File: config.mk
export PLATFORM = sky130hd
export DESIGN_NAME = dht11_emulator_flat
export DESIGN_NICKNAME = d
export VERILOG_FILES = /design/src/rtl/dht11_if.sv /design/src/rtl/dht11_emulator.sv /design/src/flat_wrapper.sv
export SDC_FILE = /design/constraint.sdc
export NUM_CORES = 1
export LEC_CHECK = 0
export ABC_AREA = 1
export CAP_MARGIN = 40
export CORE_ASPECT_RATIO = 1.75
export CORE_MARGIN = 2
export CORE_UTILIZATION = 45
export CTS_BUF_LIST = sky130_fd_sc_hd__clkbuf_8
export DETAILED_ROUTE_END_ITERATION = 10
export GPL_TIMING_DRIVEN = 0
export SYNTH_ARGS = -nofsm -noshare
export SYNTH_HDL_FRONTEND = slang
export SYNTH_SLANG_ARGS = --single-unit
File: constraint.sdc
create_clock -name clk -period 5.3 [get_ports clk]
set_clock_uncertainty 0.15 [all_clocks]
set_input_delay 0.795 -clock clk [delete_from_list [all_inputs] [get_ports clk]]
set_output_delay 0.795 -clock clk [all_outputs]
set_load 0.005 [all_outputs]
File: src/rtl/dht11_if.sv
// Single-wire DHT11 pad plus data/status bundle shared by the emulator and its host.
// The bus has no valid/ready pair: busy is a level, frame_done and bus_error are one-cycle strobes.
interface dht11_if;
  logic       dht_data_in;
  logic       dht_data_oe;
  logic [7:0] hum_int;
  logic [7:0] hum_dec;
  logic [7:0] temp_int;
  logic [7:0] temp_dec;
  logic       corrupt_chk;
  logic       busy;
  logic       frame_done;
  logic       bus_error;
  logic [2:0] state_dbg;

  modport master (
    output dht_data_in, hum_int, hum_dec, temp_int, temp_dec, corrupt_chk,
    input  dht_data_oe, busy, frame_done, bus_error, state_dbg
  );

  modport slave (
    input  dht_data_in, hum_int, hum_dec, temp_int, temp_dec, corrupt_chk,
    output dht_data_oe, busy, frame_done, bus_error, state_dbg
  );
endinterface

File: src/rtl/dht11_emulator.sv
// Responder side of the DHT11 single-wire protocol: waits for a host start pulse, then
// drives the 80/80 us response and a 40-bit frame on an open-drain line (drive low or release).
module dht11_emulator #(
  parameter int CLK_FREQ_HZ   = 100_000_000,
  parameter int START_MIN_US  = 10000,
  parameter int RESP_DELAY_US = 30
) (
  input logic     clk,
  input logic     rst_n,
  dht11_if.slave  bus
);
  localparam int TICK_CYC = CLK_FREQ_HZ / 1_000_000;
  localparam int PW       = (TICK_CYC > 1) ? $clog2(TICK_CYC) : 1;
  localparam int CW       = 16;
  localparam logic [CW-1:0] START_MIN  = CW'(START_MIN_US);
  localparam logic [CW-1:0] RESP_DELAY = CW'(RESP_DELAY_US);
  localparam logic [CW-1:0] MASK_US    = CW'(2);

  typedef enum logic [2:0] {
    IDLE, HOST_LOW, WAIT_RESP, RESP_LOW, RESP_HIGH, BIT_LOW, BIT_HIGH, END_LOW
  } state_t;

  state_t         state, state_nx;
  logic [PW-1:0]  pre;
  logic           us_tick;
  logic           sync_q1, line;
  logic [CW-1:0]  cnt;
  logic [CW-1:0]  phase_len;
  logic           phase_end;
  logic           contention;
  logic [39:0]    shreg;
  logic [5:0]     bit_cnt;
  logic [7:0]     sum;
  logic           oe, busy, frame_done, bus_error;

  // Free-running microsecond prescaler.
  assign us_tick = (pre == PW'(TICK_CYC - 1));

  always_ff @(posedge clk) begin
    if (rst_n)        pre <= '0;
    else if (us_tick) pre <= '0;
    else              pre <= pre + PW'(1);
  end

  // Idle level of the pulled-up line is high, so the synchronizer resets to 1.
  always_ff @(posedge clk) begin
    if (rst_n) begin
      sync_q1 <= 1'b1;
      line    <= 1'b1;
    end else begin
      sync_q1 <= bus.dht_data_in;
      line    <= sync_q1;
    end
  end

  always_ff @(posedge clk) begin
    if (rst_n)                               cnt <= '0;
    else if (state_nx != state)              cnt <= '0;
    else if (us_tick && (cnt != {CW{1'b1}})) cnt <= cnt + CW'(1);
  end

  always_comb begin
    phase_len = CW'(1);
    case (state)
      WAIT_RESP: phase_len = RESP_DELAY;
      RESP_LOW:  phase_len = CW'(80);
      RESP_HIGH: phase_len = CW'(80);
      BIT_LOW:   phase_len = CW'(50);
      BIT_HIGH:  phase_len = shreg[39] ? CW'(70) : CW'(26);
      END_LOW:   phase_len = CW'(50);
      default:   phase_len = CW'(1);
    endcase
  end

  // A phase ends on the tick that completes its length, so each phase is exact to one tick.
  assign phase_end  = us_tick && (cnt >= (phase_len - CW'(1)));
  // The first 2 us of a released phase are masked for synchronizer lag and pull-up rise.
  assign contention = !line && (cnt >= MASK_US);

  always_ff @(posedge clk) begin
    if (rst_n) state <= IDLE;
    else       state <= state_nx;
  end

  always_comb begin
    state_nx = state;
    case (state)
      IDLE:      if (!line) state_nx = HOST_LOW;
      HOST_LOW:  if (line) state_nx = (cnt >= START_MIN) ? WAIT_RESP : IDLE;
      WAIT_RESP: if (contention) state_nx = HOST_LOW;
                 else if (phase_end) state_nx = RESP_LOW;
      RESP_LOW:  if (phase_end) state_nx = RESP_HIGH;
      RESP_HIGH: if (contention) state_nx = HOST_LOW;
                 else if (phase_end) state_nx = BIT_LOW;
      BIT_LOW:   if (phase_end) state_nx = BIT_HIGH;
      BIT_HIGH:  if (contention) state_nx = HOST_LOW;
                 else if (phase_end) state_nx = (bit_cnt == 6'd39) ? END_LOW : BIT_LOW;
      END_LOW:   if (phase_end) state_nx = IDLE;
      default:   state_nx = IDLE;
    endcase
  end

  always_comb begin
    oe         = 1'b0;
    busy       = 1'b0;
    frame_done = 1'b0;
    bus_error  = 1'b0;
    case (state)
      RESP_LOW, BIT_LOW: begin
        oe   = 1'b1;
        busy = 1'b1;
      end
      END_LOW: begin
        oe         = 1'b1;
        busy       = 1'b1;
        frame_done = phase_end;
      end
      WAIT_RESP, RESP_HIGH, BIT_HIGH: begin
        busy      = 1'b1;
        bus_error = contention;
      end
      default: ;
    endcase
  end

  // Frame snapshot at start accept; later byte changes cannot disturb the frame in flight.
  assign sum = bus.hum_int + bus.hum_dec + bus.temp_int + bus.temp_dec;

  always_ff @(posedge clk) begin
    if (rst_n) begin
      shreg   <= '0;
      bit_cnt <= '0;
    end else if ((state == HOST_LOW) && (state_nx == WAIT_RESP)) begin
      shreg   <= {bus.hum_int, bus.hum_dec, bus.temp_int, bus.temp_dec,
                  sum ^ {8{bus.corrupt_chk}}};
      bit_cnt <= '0;
    end else if ((state == BIT_HIGH) && (state_nx == BIT_LOW)) begin
      shreg   <= {shreg[38:0], 1'b0};
      bit_cnt <= bit_cnt + 6'd1;
    end
  end

  assign bus.dht_data_oe = oe;
  assign bus.busy        = busy;
  assign bus.frame_done  = frame_done;
  assign bus.bus_error   = bus_error;
  assign bus.state_dbg   = state;
endmodule

File: src/flat_wrapper.sv
// flat-port wrapper written by rule: the top's interface ports become plain ports
module dht11_emulator_flat 
#(
  parameter int CLK_FREQ_HZ   = 100_000_000,
  parameter int START_MIN_US  = 10000,
  parameter int RESP_DELAY_US = 30
)
  (clk, rst_n, bus_dht_data_in, bus_hum_int, bus_hum_dec, bus_temp_int, bus_temp_dec, bus_corrupt_chk, bus_dht_data_oe, bus_busy, bus_frame_done, bus_bus_error, bus_state_dbg);
  dht11_if bus_i ();
  input logic clk;
  input logic rst_n;
  input wire logic [$bits(bus_i.dht_data_in)-1:0] bus_dht_data_in;
  input wire logic [$bits(bus_i.hum_int)-1:0] bus_hum_int;
  input wire logic [$bits(bus_i.hum_dec)-1:0] bus_hum_dec;
  input wire logic [$bits(bus_i.temp_int)-1:0] bus_temp_int;
  input wire logic [$bits(bus_i.temp_dec)-1:0] bus_temp_dec;
  input wire logic [$bits(bus_i.corrupt_chk)-1:0] bus_corrupt_chk;
  output wire logic [$bits(bus_i.dht_data_oe)-1:0] bus_dht_data_oe;
  output wire logic [$bits(bus_i.busy)-1:0] bus_busy;
  output wire logic [$bits(bus_i.frame_done)-1:0] bus_frame_done;
  output wire logic [$bits(bus_i.bus_error)-1:0] bus_bus_error;
  output wire logic [$bits(bus_i.state_dbg)-1:0] bus_state_dbg;
  assign bus_i.dht_data_in = bus_dht_data_in;
  assign bus_i.hum_int = bus_hum_int;
  assign bus_i.hum_dec = bus_hum_dec;
  assign bus_i.temp_int = bus_temp_int;
  assign bus_i.temp_dec = bus_temp_dec;
  assign bus_i.corrupt_chk = bus_corrupt_chk;
  assign bus_dht_data_oe = bus_i.dht_data_oe;
  assign bus_busy = bus_i.busy;
  assign bus_frame_done = bus_i.frame_done;
  assign bus_bus_error = bus_i.bus_error;
  assign bus_state_dbg = bus_i.state_dbg;
  dht11_emulator #(.CLK_FREQ_HZ(CLK_FREQ_HZ), .START_MIN_US(START_MIN_US), .RESP_DELAY_US(RESP_DELAY_US)) u_core (.clk(clk), .rst_n(rst_n), .bus(bus_i));
endmodule
==> results.cfg, run 1 <==
[outcome]
outcome = finished clean

[synthesis]
ys_seq_area_frac = 0.308
synth_top_area_cell = dfxtp_1
synth_xor_area_frac = 0.0546
syn_avg_cell_area_um2 = 6.99
synthCells = 689
ys_types = 35
synth_top_family_by_area = simple AND/OR/NAND/NOR gates
synth_compound_area_frac = 0.0891
synth-simple-area-share = 0.348
synth_seq_cells = 74
ys_warn_count = 0
muxShareOfSynthArea = 0
synth_area_um2 = 4820
yosys.area_share.adder = 0.134
synthTopCellsByArea = dfxtp_1, nand2_1, ha_1
synth_top_area_share = 0.308

[placed_design]
portBuffers = 41
place_inst = 864
globalplace.congestion = 0.877
dp_hpwl_um = 10200

[grt]
grt.total_usage = 0.231
grt_max_degree = 13
use_met1 = 0.226
grt_pass1_wl_um = 20400
grt_antenna_before_repair = 0
grt_overflow = 0
grt.busiest_layer = met2
met3_usage = 0.0301
grt_pass1_vias = 4441
use_met2 = 0.444

[power_and_ir_drop]
power_frac_clock = 0.391
powerDensity_nw_per_um2 = 233
power.total_mw = 1.31
p_sw_frac = 0.267
comb_power_share = 0.180
intPower_mw = 0.960
peakVddDrop_uv = 122
seqPwrFrac = 0.429
leakagePower_nw = 2.39
p_sw_mw = 0.350

[cells_and_area]
seq_area_um2 = 1480
layout_commonest_cell = nand2_1
antenna_cells = 0
stdcell_count = 879
n_fill_cell = 1044
final_nets = 824
drive_above_1_share = 0.0761
multi_input_area_um2 = 3030
area_delta_synth_final_pct = 16.9
layout_common_cells = nand2_1, dfxtp_1, a21oi_1

[clocking]
cts-root-buf = clkbuf_8
cts_setup_buffers = 0
post_cts_resized = 0
tritoncts = built
cts_hold_buf = 0
cts.sinks = 74
clkLatencyLatePin_ns = 0.35
clk_pin_slew_ns = 0.08
clock_path_buffers = 2
cts_buffers = 9
cts_max_level = 3

[sta]
max_freq_ghz = 0.216
slew-limit-headroom = 0.601
rsz0062_at_grt = false
whs_ns = 0.261
tightestPinTransition_ns = 0.599
fin_crit_sh = 0.873
slew_violations = 0
period_needed_ns = 4.63
tns_ns = 0
hold_viol = 0
final-setup-viol-count = 0

[worst_setup_path]
crit_path_start_kind = flip-flop
cp_max_fo = 8
critical_path_arrival_ns = 3.68
crit_type = reg2out
cp-end-kind = primary output
cpMaxStageDelayCell = clkdlybuf4s50_1
cp.required_ns = 4.36
cp_common_cell = nand2_1
timing.critical_path.buf_inv = 3
crit_chain = nand2_1, inv_1, nor2_1, ha_1, nand2_1, nor2_1, ha_1, ha_1, nand2_1, inv_1, nand2_1, nor2_1, nor2_1, nand2_1, nand2_1, nand2_2, nand3_1, nor2_1, clkdlybuf4s50_1
crit_path_start = u_core.bus.state_dbg[0]
slowest_delay_ns = 0.51
rr_startpoint = u_core.bus.state_dbg[0]
crit_family = simple AND/OR/NAND/NOR gates

[floorplan]
rows = 50
die_area_um2 = 11600
coreArea_um2 = 10600
io_pins = 43
fp.dieH_um = 141
fp.dieW_um = 82.2
initial_core_util = 0.456

[hold_path]
worstHoldStart = u_core.sync_q1
min_path_type = reg2reg

[routing]
drcViolationCount = 0
wire_per_inst_um = 14.3
viasPerCell = 5.18
num_vias = 4553
first_pass_iters = 5
postRouteAntennaNets = 0
dr.first_iter.drc_count = 195
routed_wl_um = 12600

[flow_run]
drv_cap = 0
==> worst reg2reg max path, stage by stage (launching register included) <==
cell and delay [ns]:
dfxtp_1 0.40, nand2_1 0.21, inv_1 0.08, nor2_1 0.15, ha_1 0.22, nand2_1 0.09
nor2_1 0.26, ha_1 0.30, ha_1 0.27, nand2_1 0.06, inv_1 0.05, nand2_1 0.06
nand2_1 0.04, nor2_1 0.09, nand2_1 0.11, nand2_1 0.09, nand2_2 0.09, nand2_2 0.12
nand2_1 0.06, nand2_1 0.09, nand2_2 0.08, nand4_4 0.14, clkbuf_1 0.41, nand3_1 0.14
a21oi_1 0.16
==> per-layer routing <==
metal / wire length, µm / up-vias
li1: - / 2321
met1: 4680 / 2095
met2: 7070 / 108
met3: 363 / 29
met4: 496 / 0
met5: 0 / -
==> cell usage after synthesis <==
cell type / n
o21ai_1: 1
xnor2_1: 11
nand3_1: 64
or2_2: 7
nor2_2: 2
o311ai_0: 1
o21ai_0: 14
nand4_1: 6
a21o_1: 1
nor2_4: 3
nor3_4: 1
nand3b_2: 1
a21oi_1: 66
nand2_2: 6
inv_1: 46
fa_1: 14
and3_1: 1
nor2_1: 41
conb_1: 1
nand3b_1: 1
xor2_1: 19
nand2_1: 231
nor3b_1: 3
inv_2: 3
ha_1: 29
nand4_4: 1
clkbuf_1: 12
nor3_2: 1
nand3b_4: 1
o21a_1: 1
dfxtp_1: 74
buf_6: 2
or2_1: 2
buf_2: 14
nor3_1: 8
==> through the flow <==
| step | cell area (µm²) | setup WS [ns] | util |
|---|---|---|---|
| 2_1_floorplan | 4830 | 1.60 | - |
| 3_3_place_gp | 5400 | 0.859 | 0.511 |
| 3_5_place_dp | 5400 | 0.812 | 0.511 |
| 4_1_cts | 5630 | 0.609 | 0.533 |
| 5_1_grt | 5630 | 0.302 | 0.533 |
| 6_report | 5630 | 0.673 | 0.533 |
==> power groups by stage <==
| stage | clock network, mW | registers (mW) | logic, mW |
|---|---|---|---|
| 2_1_floorplan | 0 | 0.574 | 0.164 |
| 3_3_place_gp | 0 | 0.575 | 0.232 |
| 3_5_place_dp | 0 | 0.575 | 0.237 |
| 4_1_cts | 0.521 | 0.562 | 0.238 |
| 5_1_grt | 0.539 | 0.563 | 0.263 |
| 6_report | 0.512 | 0.562 | 0.235 |
==> kinds of logic after synthesis <==
group	after synthesis
compound gates	84
flops	74
fa+ha+maj	43
simple gates	380
xor+xnor	30
other cells	1
buf+inv	77
==> path summary, 6_finish.rpt <==
check                                       end  slack, ns  cells after the start
worst max-delay path             bus_frame_done       0.67                     19
worst min-delay path                u_core.line       0.26                      1
worst max register to register  u_core.shreg[3]       1.31                     24
worst min register to register      u_core.line       0.26                      1
==> flip-flops by register name, summed over array words and instances (netlist names) <==
signal	count
u_core.shreg	40
u_core.line	1
u_core.bit_cnt	6
u_core.sync_q1	1
u_core.pre	7
u_core.cnt	16
u_core.bus.state_dbg	3
==> cell type report <==
| type | instances | area share |
|---|---|---|
| clock inverter | 4 | 0.0133 |
| multi-input combinational | 542 | 0.538 |
| sequential | 74 | 0.263 |
| clock buffer | 11 | 0.0269 |
| inverter | 49 | 0.0327 |
| buffer | 28 | 0.0244 |
| tap | 130 | 0.0289 |
| timing repair buffer | 41 | 0.0729 |
No activity file was read; power rests on OpenSTA's default activity.
==> inputs of run 2 (changes only) <==
--- a/config.mk
+++ b/config.mk
@@ -16,3 +16,4 @@
 export SYNTH_ARGS = -nofsm -noshare
 export SYNTH_HDL_FRONTEND = slang
 export SYNTH_SLANG_ARGS = --single-unit
+export TNS_END_PERCENT = 5
==> results of run 2 <==
No change in the layout: final DEF, timing and power equal those of run 1.
==> inputs of run 3 (changes only) <==
--- a/config.mk
+++ b/config.mk
@@ -13,6 +13,7 @@
 export CTS_BUF_LIST = sky130_fd_sc_hd__clkbuf_8
 export DETAILED_ROUTE_END_ITERATION = 10
 export GPL_TIMING_DRIVEN = 0
+export PLACE_DENSITY = 0.74
 export SYNTH_ARGS = -nofsm -noshare
 export SYNTH_HDL_FRONTEND = slang
 export SYNTH_SLANG_ARGS = --single-unit
==> results.cfg, run 3 (synthesis results as in run 1) <==
[routing]
postRouteAntennaNets = 0
viasPerCell = 5.27
dr.first_iter.drc_count = 189
num_vias = 4637
drcViolationCount = 0
routed_wl_um = 12100
first_pass_iters = 5
wire_per_inst_um = 13.8

[clocking]
cts-root-buf = clkbuf_8
post_cts_resized = 0
cts.sinks = 74
cts_buffers = 9
clock_path_buffers = 2
clkLatencyLatePin_ns = 0.37
cts_max_level = 3
tritoncts = built
cts_hold_buf = 0
cts_setup_buffers = 0
clk_pin_slew_ns = 0.09

[worst_setup_path]
critical_path_arrival_ns = 3.51
crit_path_start_kind = flip-flop
crit_type = reg2out
cp-end-kind = primary output
cp_max_fo = 6
cp.required_ns = 4.36
rr_startpoint = u_core.bus.state_dbg[1]
crit_path_start = u_core.bus.state_dbg[1]

[placed_design]
dp_slack_ns = 0.868
globalplace.congestion = 0.937
portBuffers = 41
dp_hpwl_um = 9680

[floorplan]
io_pins = 43
initial_core_util = 0.456
die_area_um2 = 11600
fp.dieH_um = 141
coreArea_um2 = 10600
rows = 50
fp.dieW_um = 82.2

[sta]
slew-limit-headroom = 0.640
fin_ws_ns = 0.844
final-setup-viol-count = 0
slew_violations = 0
whs_ns = 0.267
hold_viol = 0
max_freq_ghz = 0.224
period_needed_ns = 4.46
rsz0062_at_grt = false
tns_ns = 0
tightestPinTransition_ns = 0.533
fin_crit_sh = 0.841

[grt]
grt_pass1_wl_um = 20000
grt_overflow = 0
grt_pass1_vias = 4503
met3_usage = 0.0359
grt.busiest_layer = met2
use_met2 = 0.403
grt_max_degree = 13
grt_antenna_before_repair = 0
use_met1 = 0.229
grt.total_usage = 0.222

[hold_path]
min_path_type = reg2reg
worstHoldStart = u_core.sync_q1

[flow_run]
drv_cap = 0

[cells_and_area]
reg_top3 = u_core.shreg: 40 flops, u_core.cnt: 16 flops, u_core.pre: 7 flops
area_delta_synth_final_pct = 18.1
largest_reg_flops = 40
final_nets = 824
layout_commonest_cell = nand2_1
antenna_cells = 0
drive_above_1_share = 0.0773
regMostFlops = u_core.shreg
layout_common_cells = nand2_1, dfxtp_1, a21oi_1

[outcome]
outcome = finished clean

[power_and_ir_drop]
powerDensity_nw_per_um2 = 250
peakVddDrop_uv = 132
leakagePower_nw = 2.43
## run 3: worst paths after layout
kind | to | slack (ns) | cells after the start
setup / recovery | bus_frame_done | 0.84 | 17
setup reg to reg | u_core.shreg[22] | 1.54 | 24
hold reg to reg | u_core.line | 0.27 | 1
hold / removal | u_core.line | 0.27 | 1
## run 3: area by class of cell
class / count / area, µm²
buffer: 28 / 138
clock buffer: 12 / 165
clock inverter: 4 / 120
fill: 996 / 4880
inverter: 49 / 184
multi-input combinational: 542 / 3030
sequential: 74 / 1480
tap: 130 / 163
timing repair buffer: 41 / 410
## run 3: worst max-delay path, stage by stage, from the launching register on
cell,delay (ns)
dfxtp_1,0.46
inv_1,0.13
nor2_2,0.21
inv_1,0.10
o311ai_0,0.48
a21oi_1,0.17
ha_1,0.36
nand2_1,0.06
inv_1,0.05
nand2_1,0.04
nand2_1,0.05
nand2_1,0.05
nand2_1,0.06
nand2_1,0.06
nand2_2,0.10
nand3_1,0.10
nor2_1,0.14
clkdlybuf4s50_1,0.52
## run 3: layer usage
metal	share of wire	vias to the layer above	wire length, µm
met1	0.38	2128	4580
met5	0	-	0
met4	0.055	0	670
met3	0.039	40	474
met2	0.53	142	6410
li1	-	2327	-
## run 3: per-stage QoR
step | total power, mW | util | std cells | instance area, µm²
global placement | 0.803 | 0.511 | 864 | 5400
floorplan | 0.739 | - | 693 | 4830
CTS | 1.43 | 0.538 | 880 | 5690
detailed placement | 0.809 | 0.511 | 864 | 5400
global route | 1.48 | 0.538 | 880 | 5690
finish | 1.42 | 0.538 | 880 | 5690
## run 3: power by group
group	internal (mW)	switching (mW)	total [mW]
Clock	0.399	0.226	0.625
Sequential	0.559	0.00366	0.562
Combinational	0.112	0.121	0.233
Total	1.07	0.350	1.42
